[src/rtl/mult16_shift_add_pkg.sv]
// ----------------------------------------------------------------------------
// mult16_shift_add_pkg
// Shared definitions for the shift-and-add multiplier slice.
//   state_t        : controller states (IDLE, RUN, DONE)
//   DEFAULT_WIDTH  : default operand width in bits (product is twice this)
// ----------------------------------------------------------------------------
package mult16_shift_add_pkg;

   localparam int DEFAULT_WIDTH = 16;

   typedef enum logic [1:0] {
      IDLE = 2'd0,
      RUN  = 2'd1,
      DONE = 2'd2
   } state_t;

endpackage

[src/rtl/add16_cla.sv]
// ----------------------------------------------------------------------------
// add16_cla
// Unsigned carry-lookahead adder built from 4-bit lookahead groups.
// The group carries are chained from one group to the next.
//   a, b  : WIDTH-bit operands (WIDTH must be a multiple of 4)
//   cin   : carry into bit 0
//   sum   : WIDTH-bit sum
//   cout  : carry out of the top bit
// ----------------------------------------------------------------------------
module add16_cla #(
   parameter int WIDTH = 16
) (
   input  logic [WIDTH-1:0] a,
   input  logic [WIDTH-1:0] b,
   input  logic             cin,
   output logic [WIDTH-1:0] sum,
   output logic             cout
);

   localparam int GROUPS = WIDTH / 4;

   logic [WIDTH-1:0] prop;
   logic [WIDTH-1:0] gen;

   assign prop = a ^ b;
   assign gen  = a & b;

   // Walk the 4-bit groups from the bottom. Inside a group every carry is
   // expanded directly from generate/propagate and the group carry-in, so
   // each group resolves in two gate levels; the group generate/propagate
   // pair then produces the carry handed to the next group.
   always_comb begin
      logic       carry;
      logic [3:0] gg;
      logic [3:0] pp;
      logic [3:0] cc;
      logic       grp_g;
      logic       grp_p;

      sum   = '0;
      carry = cin;
      gg    = '0;
      pp    = '0;
      cc    = '0;
      grp_g = 1'b0;
      grp_p = 1'b0;

      for (int k = 0; k < GROUPS; k++) begin
         gg = gen[4*k +: 4];
         pp = prop[4*k +: 4];

         cc[0] = carry;
         cc[1] = gg[0] | (pp[0] & carry);
         cc[2] = gg[1] | (pp[1] & gg[0]) | (pp[1] & pp[0] & carry);
         cc[3] = gg[2] | (pp[2] & gg[1]) | (pp[2] & pp[1] & gg[0])
               | (pp[2] & pp[1] & pp[0] & carry);

         grp_g = gg[3] | (pp[3] & gg[2]) | (pp[3] & pp[2] & gg[1])
               | (pp[3] & pp[2] & pp[1] & gg[0]);
         grp_p = &pp;

         sum[4*k +: 4] = pp ^ cc;
         carry         = grp_g | (grp_p & carry);
      end

      cout = carry;
   end

endmodule

[src/rtl/mult16_shift_add.sv]
// ----------------------------------------------------------------------------
// mult16_shift_add
// Sequential unsigned multiplier using the classic shift-and-add method.
// One multiplier bit is consumed per clock; an operation takes exactly WIDTH
// RUN cycles regardless of operand values.
//   clk      : rising-edge clock
//   rst_n    : asynchronous active-low reset
//   start    : begin a multiply (accepted in IDLE or DONE, ignored in RUN)
//   a        : WIDTH-bit unsigned multiplicand, captured on accepted start
//   b        : WIDTH-bit unsigned multiplier, captured on accepted start
//   busy     : high while an operation is running
//   done     : one-cycle pulse, product valid in that cycle
//   product  : 2*WIDTH-bit result, held until the next completion
// ----------------------------------------------------------------------------
module mult16_shift_add
   import mult16_shift_add_pkg::*;
#(
   parameter int WIDTH = DEFAULT_WIDTH
) (
   input  logic               clk,
   input  logic               rst_n,
   input  logic               start,
   input  logic [WIDTH-1:0]   a,
   input  logic [WIDTH-1:0]   b,
   output logic               busy,
   output logic               done,
   output logic [2*WIDTH-1:0] product
);

   localparam int CW = $clog2(WIDTH) + 1;

   state_t           state;
   state_t           next_state;

   logic [WIDTH-1:0] mcand;
   logic [WIDTH-1:0] hi;
   logic [WIDTH-1:0] lo;
   logic [CW-1:0]    count;

   logic [WIDTH-1:0] addend;
   logic [WIDTH-1:0] add_sum;
   logic             add_cout;
   logic             last_iter;
   logic             accept;

   // The multiplicand is added only when the current multiplier bit (the
   // LSB of the low half) is set; otherwise the high half passes through.
   assign addend    = lo[0] ? mcand : '0;
   assign last_iter = (count == CW'(WIDTH - 1));
   assign accept    = start && (state == IDLE || state == DONE);

   add16_cla #(
      .WIDTH (WIDTH)
   ) u_adder (
      .a    (hi),
      .b    (addend),
      .cin  (1'b0),
      .sum  (add_sum),
      .cout (add_cout)
   );

   // State register. busy and done are registered decodes of the next
   // state so both outputs come straight from flops.
   always_ff @(posedge clk or negedge rst_n) begin
      if (!rst_n) begin
         state <= IDLE;
         busy  <= 1'b0;
         done  <= 1'b0;
      end else begin
         state <= next_state;
         busy  <= (next_state == RUN);
         done  <= (next_state == DONE);
      end
   end

   // Next-state logic. DONE lasts one cycle unless a new start arrives,
   // which allows back-to-back operations without passing through IDLE.
   always_comb begin
      next_state = state;
      case (state)
         IDLE:    if (start) next_state = RUN;
         RUN:     if (last_iter) next_state = DONE;
         DONE:    next_state = start ? RUN : IDLE;
         default: next_state = IDLE;
      endcase
   end

   // Datapath. The (WIDTH+1)-bit add result {cout, sum} is shifted right
   // together with the low half in the same cycle, so the carry lands in the
   // MSB of the high half and the spare carry bit never needs storing.
   // The product is captured from the post-shift value on the final
   // iteration and held until the next completion.
   always_ff @(posedge clk or negedge rst_n) begin
      if (!rst_n) begin
         mcand   <= '0;
         hi      <= '0;
         lo      <= '0;
         count   <= '0;
         product <= '0;
      end else if (accept) begin
         mcand <= a;
         hi    <= '0;
         lo    <= b;
         count <= '0;
      end else if (state == RUN) begin
         hi    <= {add_cout, add_sum[WIDTH-1:1]};
         lo    <= {add_sum[0], lo[WIDTH-1:1]};
         count <= count + CW'(1);
         if (last_iter) begin
            product <= {add_cout, add_sum, lo[WIDTH-1:1]};
         end
      end
   end

endmodule

[config.mk]
export PLATFORM = sky130hd
export DESIGN_NAME = mult16_shift_add
export DESIGN_NICKNAME = d
export VERILOG_FILES = /design/src/rtl/mult16_shift_add_pkg.sv /design/src/rtl/add16_cla.sv /design/src/rtl/mult16_shift_add.sv
export SDC_FILE = /design/constraint.sdc
export NUM_CORES = 1
export LEC_CHECK = 0
export CORE_AREA = 2 2 96 98
export DETAILED_ROUTE_END_ITERATION = 10
export DIE_AREA = 0 0 98 100
export GPL_TIMING_DRIVEN = 0
export PLACE_DENSITY = 0.7
export SYNTH_ARGS = -nofsm -noshare
export SYNTH_HDL_FRONTEND = slang
export SYNTH_SLANG_ARGS = --single-unit
[constraint.sdc]
create_clock -name clk -period 3.26 [get_ports clk]
set_clock_uncertainty 0.2 [all_clocks]
set_input_delay 0.489 -clock clk [delete_from_list [all_inputs] [get_ports clk]]
set_output_delay 0.489 -clock clk [all_outputs]
set_load 0.05 [all_outputs]
== Word-level counts from Yosys, hierarchy flattened ==
Cells that the tools add are included.

* Logic and storage cells: 130
* Register bits: 89

* Muxes and demuxes: 11
* Add/sub/neg operators: 1
* Reductions and logical operators: 8
* Bitwise gates (word level): 97
* Equal/unequal tests: 5

{| class="wikitable"
|+ Operators with widths
! kind !! number
|-
| two-way mux 16 bit || 5
|-
| AND 1 bit || 54
|-
| OR 1 bit || 36
|-
| AND 16 bit || 1
|-
| bitwise XOR 16 bit || 1
|-
| bitwise XOR 4 bit || 4
|-
| AND reduction 4 bit || 3
|-
| two-way mux 5 bit || 2
|-
| one-hot mux 2 bit (3 select lines) || 1
|-
| adder 5 x 1 -> 5 bit, second input constant || 1
|-
| equality test 5 x 4 -> 1 bit, second input constant || 1
|-
| equality test 2 x 1 -> 1 bit, second input constant || 2
|-
| equality test 2 bit, second input constant || 2
|-
| two-way mux 2 bit || 2
|-
| AND reduction 3 bit || 1
|-
| zero test 2 bit || 1
|-
| nonzero test 2 bit || 1
|-
| logical AND 1 bit || 1
|-
| logical OR 1 bit || 1
|-
| two-way mux 1 bit || 1
|-
| NOT 1 bit || 1
|}

== Depth between registers and ports, before layout ==
Gate-level depths: netlist of run 1.

* Depth after elaboration: 15
* Gate-level depth with buffers: 11

== Modules after synthesis ==
A second synthesis of run 1 with hierarchy kept.

* Cells, all modules: 391
* Area, all modules: 4398.0 µm²

{| class="wikitable"
|+ By module, submodules not included
! module !! times used !! area each (µm²) !! cells each !! seq. area each (µm²)
|-
| mult16_shift_add || 1 || 3666.0 || 304 || 2227.1
|-
| add16_cla || 1 || 732.0 || 87 || 0.0
|}

== Worst setup path after synthesis of run 1 ==
Ideal clock, no wire load.

* Path type: register to register
* From: register lo[0]
* To: register hi[11]
* Clock period less this slack: 2768 ps
* Setup time: 121 ps
* Arrival: 2447 ps
* Setup slack: 492 ps
* Stages on the path, launching flop included: 10
* Path through: dfrtp_1 clkbuf_1 and2_1 ha_1 a41o_1 a21oi_2 o21bai_2 a21bo_4 fa_1 a22o_1

* Longest elaborated chain between the ends: 13

{| class="wikitable"
|+ Ends and longest elaborated chain
! what !! RTL line !! source
|-
| start: declaration || mult16_shift_add.sv:37 || <nowiki>logic [WIDTH-1:0] lo;</nowiki>
|-
| start signal: assignment || mult16_shift_add.sv:107 || <nowiki>lo <= {add_sum[0], lo[WIDTH-1:1]};</nowiki>
|-
| two-way mux 16 bit * || mult16_shift_add.sv:48 || <nowiki>assign addend = lo[0] ? mcand : '0;</nowiki>
|-
| bitwise XOR 16 bit or AND 16 bit (tied branches) || add16_cla.sv:25, add16_cla.sv:26 ||
|-
| AND 1 bit, on equally long branches || add16_cla.sv:58, add16_cla.sv:59 ||
|-
| OR 1 bit, or another cell as far along || add16_cla.sv:58 || <nowiki>grp_g = gg[3] | (pp[3] & gg[2]) | (pp[3] & pp[2] & gg[1])</nowiki>
|-
| OR 1 bit or AND 1 bit (tied branches) || add16_cla.sv:58, add16_cla.sv:59 ||
|-
| OR 1 bit || add16_cla.sv:59 || <nowiki>| (pp[3] & pp[2] & pp[1] & gg[0]);</nowiki>
|-
| AND 1 bit || add16_cla.sv:63 || <nowiki>carry = grp_g | (grp_p & carry);</nowiki>
|-
| OR 1 bit || add16_cla.sv:63 ||
|-
| AND 1 bit || add16_cla.sv:63 ||
|-
| OR 1 bit || add16_cla.sv:63 ||
|-
| bitwise XOR 4 bit * || add16_cla.sv:62 || <nowiki>sum[4*k +: 4] = pp ^ cc;</nowiki>
|-
| named net add_sum[12] || mult16_shift_add.sv:41 || <nowiki>logic [WIDTH-1:0] add_sum;</nowiki>
|-
| two-way mux 16 bit * || mult16_shift_add.sv:105 || <nowiki>end else if (state == RUN) begin</nowiki>
|-
| two-way mux 16 bit * || mult16_shift_add.sv:100 || <nowiki>end else if (accept) begin</nowiki>
|-
| end signal: assignment || mult16_shift_add.sv:106 || <nowiki>hi <= {add_cout, add_sum[WIDTH-1:1]};</nowiki>
|-
| end: declaration || mult16_shift_add.sv:36 || <nowiki>logic [WIDTH-1:0] hi;</nowiki>
|}

The timed path passes the listed nets; every way through them passes the cells marked *. The select of a mux whose other input is x is not followed.
A chain may end at the register's enable or synchronous reset.

== Worst setup path after layout of run 1 ==
* From: register lo[0]
* To: register hi[12]

* Longest elaborated chain between the ends: 15

{| class="wikitable"
|+ Ends and longest elaborated chain
! what !! RTL line !! source
|-
| two-way mux 16 bit * || mult16_shift_add.sv:48 ||
|-
| bitwise XOR 16 bit or AND 16 bit (tied branches) || add16_cla.sv:25, add16_cla.sv:26 ||
|-
| AND 1 bit, on equally long branches || add16_cla.sv:58, add16_cla.sv:59 ||
|-
| OR 1 bit, or another cell as far along || add16_cla.sv:58 ||
|-
| OR 1 bit or AND 1 bit (tied branches) || add16_cla.sv:58, add16_cla.sv:59 ||
|-
| OR 1 bit || add16_cla.sv:59 ||
|-
| AND 1 bit || add16_cla.sv:63 ||
|-
| OR 1 bit || add16_cla.sv:63 ||
|-
| AND 1 bit || add16_cla.sv:63 ||
|-
| OR 1 bit || add16_cla.sv:63 ||
|-
| AND 1 bit || add16_cla.sv:53 || <nowiki>cc[1] = gg[0] | (pp[0] & carry);</nowiki>
|-
| OR 1 bit || add16_cla.sv:53 ||
|-
| bitwise XOR 4 bit * || add16_cla.sv:62 ||
|-
| two-way mux 16 bit * || mult16_shift_add.sv:105 ||
|-
| two-way mux 16 bit * || mult16_shift_add.sv:100 ||
|}

Mark *: on every way between the ends. The rest lies on a longest branch, timed or not. The select of a mux whose other input is x is not followed.

==> results of run 1 <==
-- layout by cell type, fill, tap and decap left out, drive strengths merged, types with 11 or more instances in the layout --
cell type,netlist,routed
a21oi,11,11
ha,18,18
inv,12,14
clkdlybuf4s50,0,67
o21ai,31,31
dfrtp,89,89
a31oi,14,14
nand2,159,159
clkbuf,14,22
nor2,24,24
and2,16,16
-- final cells by class --
type	count	area (um^2)
fillers	788	3572
well taps	111	138.9
multi-input cells	335	1879
flip-flops and latches	89	2228
plain buffers	21	85.08
clock inverters	7	101.3
inverters	12	45.04
clock buffers	9	123.9
repair buffers	70	715.7
-- routing by layer --
metal,track usage,vias to the layer above
met4,0.08333,0
met5,0,-
met2,0.3161,97
li1,-,1681
met1,0.3021,1645
met3,0.03343,13
-- repair_timing --
| action | in CTS | in global routing |
|---|---|---|
| endpoints found under the setup margin | 2 | 2 |
| pin swaps | 0 | 0 |
| buffers inserted | 0 | 0 |
| gates resized for setup | 0 | 1 |
| hold endpoints to repair | 26 | 0 |
| hold buffers | 1 | 0 |
-- through the flow --
| step | utilization | worst slack [ns] | cell area [um^2] | power [W] |
|---|---|---|---|---|
| 2_1_floorplan | - | 0.4918 | 4240 | 0.004026 |
| 4_1_cts | 0.5980 | 0.1408 | 5316 | 0.005812 |
| 5_1_grt | 0.5982 | 0.04174 | 5318 | 0.006214 |
| 3_3_place_gp | 0.5692 | -1.736 | 5060 | 0.004843 |
| 6_report | 0.5982 | 0.2290 | 5318 | 0.005795 |
| 3_5_place_dp | 0.5720 | -0.006053 | 5085 | 0.004943 |
-- power groups by stage --
stage          clock network [W]  registers, W  logic [W]
3_5_place_dp                   0       0.00196    0.00298
3_3_place_gp                   0       0.00194    0.00290
2_1_floorplan                  0       0.00251    0.00152
6_report                0.000865       0.00195    0.00298
4_1_cts                 0.000876       0.00195    0.00298
5_1_grt                 0.000920       0.00203    0.00326
-- flip-flops by register name, indices dropped and copies added (netlist names) --
name     count
state        2
hi          16
busy         1
count        5
lo          16
product     32
mcand       16
done         1
-- logic make-up (layout without fill, tap and decap cells) --
| kind of cell | count (synthesis) | count (layout) | synth area share |
|---|---|---|---|
| fa+ha+maj | 22 | 22 | 0.07200 |
| flops | 89 | 89 | 0.5252 |
| buf+inv | 34 | 119 | 0.03157 |
| compound gates | 81 | 81 | 0.1251 |
| mux | 4 | 4 | 0.01062 |
| xor+xnor | 10 | 10 | 0.02065 |
| simple gates | 218 | 218 | 0.2148 |
-- worst min path at each step --
stage	startpoint	slack (ns)	to	cells after the start
5_1_grt	mcand[14]$_DFFE_PN0P_	0.29	mcand[14]$_DFFE_PN0P_	2
2_1_floorplan	rst_n	-0.007	busy$_DFF_PN0_	0
4_1_cts	mcand[7]$_DFFE_PN0P_	0.28	mcand[7]$_DFFE_PN0P_	2
6_report	mcand[7]$_DFFE_PN0P_	0.27	mcand[7]$_DFFE_PN0P_	2
3_3_place_gp	mcand[15]$_DFFE_PN0P_	0.25	mcand[15]$_DFFE_PN0P_	2
3_5_place_dp	rst_n	0.23	product[9]$_DFFE_PN0P_	1
-- worst max-delay path, stage by stage, from the launching register on --
cell	delay [ns]
dfrtp_2	0.51
nand2_1	0.18
inv_1	0.07
ha_1	0.29
a41o_1	0.26
a21oi_2	0.19
o21bai_2	0.15
a21bo_4	0.26
fa_1	0.38
xnor2_1	0.30
o21ai_0	0.12
-- synth_stat cells (2+ instances only) --
cell type  count
dfrtp_1       89
nand2_1      158
a21oi_2        2
a22o_1         4
fa_1           4
o21ai_1        3
inv_1         11
nor3_1         2
xor2_1         4
a22oi_1        3
nor2b_1        4
buf_1          3
mux2i_1        3
clkbuf_1      14
buf_2          5
nor2_1        23
o21ai_0       28
and2_1        15
a21oi_1        9
nand3_1        4
nand4_1        2
ha_1          18
a2111oi_0      2
and3_1         2
nand2b_1       3
xnor2_1        6
a21o_1         3
a31oi_1       14
==> results.md, run 1 <==
* Drt pass-1 iters at 5
* Gate power share at 0.514
* Tightest Hold Check Type: flop to flop
* Fmax at 329.9 MHz
* Die width at 98 um
* Layout cells sized above 1 at 0.06446
* Leakage at 2.529 nW
* Final min period at 3.031 ns
* Met2 wire length at 4.502 mm
* Clock power share at 0.149
* CTS sink cnt at 89
* # setup viols final at 0
* Flop2flop setup slack at 0.23 ns
* WP data required at 3.30 ns
* CTS tree: yes
* # rows at 35
* Reg clk slew, reported paths at 0.09 ns
* Total detailed-routing wirelength at 9.773 mm
* Met3 Wirelength at 410 um
* Critical Path End: hi[12]$_DFFE_PN0P_
* Cell Pwr Density at 1090 nW/um^2
* Area Growth Syn to Fin at 25.41%
* H-tree depth at 3
* Sw Ratio at 0.4466
* GP Congestion at 0.8572
* ANT cells at 0
* Register bit total from synthesis at 89
* Seq/Total Area, Yosys at 0.5252
* R2R depth at 10
* Fin. max-slew vios at 0
* Worst setup startpoint: lo[0]$_DFFE_PN0P_
* Initial antenna violation count at 0
* Worst-Margin Slew at 0.5761 ns
* Max IR drop VDD at 397.9 uV
* DRC violations left at 0
* Count of flip-flops with a built-in enable after synthesis at 0
* Non-filler cells, final at 654
* Core Box Area at 8890 um^2
* Setup TNS at 0 ns
* Synth top area share at 0.5252
* Status: complete, no violations
* Switching power total at 0.002588 W
* Num CTS Buffers at 9
* Worst slew margin at 0.6159
* Nets at 595
* DRT iter0 DRCs at 158
* Total GRT Usage at 0.2083
* Crit path capture type: flop
* WL per Instance at 14.94 um
* Area contributors post-synth: dfrtp_1 (53%), nand2_1 (14%), ha_1 (5.3%)
* M1 WL at 4.686 mm
* Initial core utilization at 0.4770
* Worst-Skew Late Latency at 0.38 ns
* Gr ovfl total at 0
* Crit path max fanout at 17
* Ys Warns at 0
* R2r endpoint: hi[12]$_DFFE_PN0P_
* Die area at 9800 um^2
* DP Cell Count at 638
* Post-detailed-route via-to-cell ratio at 5.254
* RSZ-0062 raised after global routing: no
* Reg2reg start: lo[0]$_DFFE_PN0P_
* Max-cap check violation count at 0
* Hpwl dp at 7.151 mm
* Final Hold Fails at 0
* Largest net degree at the start of global routing at 64
* Worst setup path class: flop to flop
* Post-synth top area cell: dfrtp_1
* Hold_ws at 0.2726 ns
* Root Driver: clkbuf_8
* Die Ht at 100 um
* Via Count at 3,436
* Async SR Flop Fraction at 1.000
* Synth Instances at 458
* Net Count, Synth at 515
* Seq pwr share at 0.337
* Num ports at 69
* Tcrit/Tclk final at 0.9298
* Top FF cell, synth: dfrtp_1
* Distinct cells, synth at 48
* Worst EP arrival at 3.07 ns
* First-pass GRT wire length at 16.13 mm
* Mean post-synth cell area at 9.258 um^2
* Max clock buf depth at 2
* Pint at 0.003207 W
* Final ANT Viol Nets at 0
* DR top layer: met4
* Port Buf Inserts at 68
* Mapped Area at 4240 um^2
* Startpoint types: flop
* Vias in the first global route at 3,324
No activity file was read; power rests on OpenSTA's default activity.
==> run 2, diff against run 1 <==
--- a/config.mk
+++ b/config.mk
@@ -5,6 +5,7 @@
 export SDC_FILE = /design/constraint.sdc
 export NUM_CORES = 1
 export LEC_CHECK = 0
+export ABC_CLOCK_PERIOD_IN_PS = 3260
 export CORE_AREA = 2 2 96 98
 export DETAILED_ROUTE_END_ITERATION = 10
 export DIE_AREA = 0 0 98 100
==> results of run 2 <==
Final layout, timing and power as in run 1 (identical DEF).
==> run 3, diff against run 2 <==
--- a/config.mk
+++ b/config.mk
@@ -10,6 +10,7 @@
 export DETAILED_ROUTE_END_ITERATION = 10
 export DIE_AREA = 0 0 98 100
 export GPL_TIMING_DRIVEN = 0
+export HOLD_SLACK_MARGIN = 0.03
 export PLACE_DENSITY = 0.7
 export SYNTH_ARGS = -nofsm -noshare
 export SYNTH_HDL_FRONTEND = slang
==> results of run 3 <==
Final layout, timing and power as in run 1 (identical DEF).
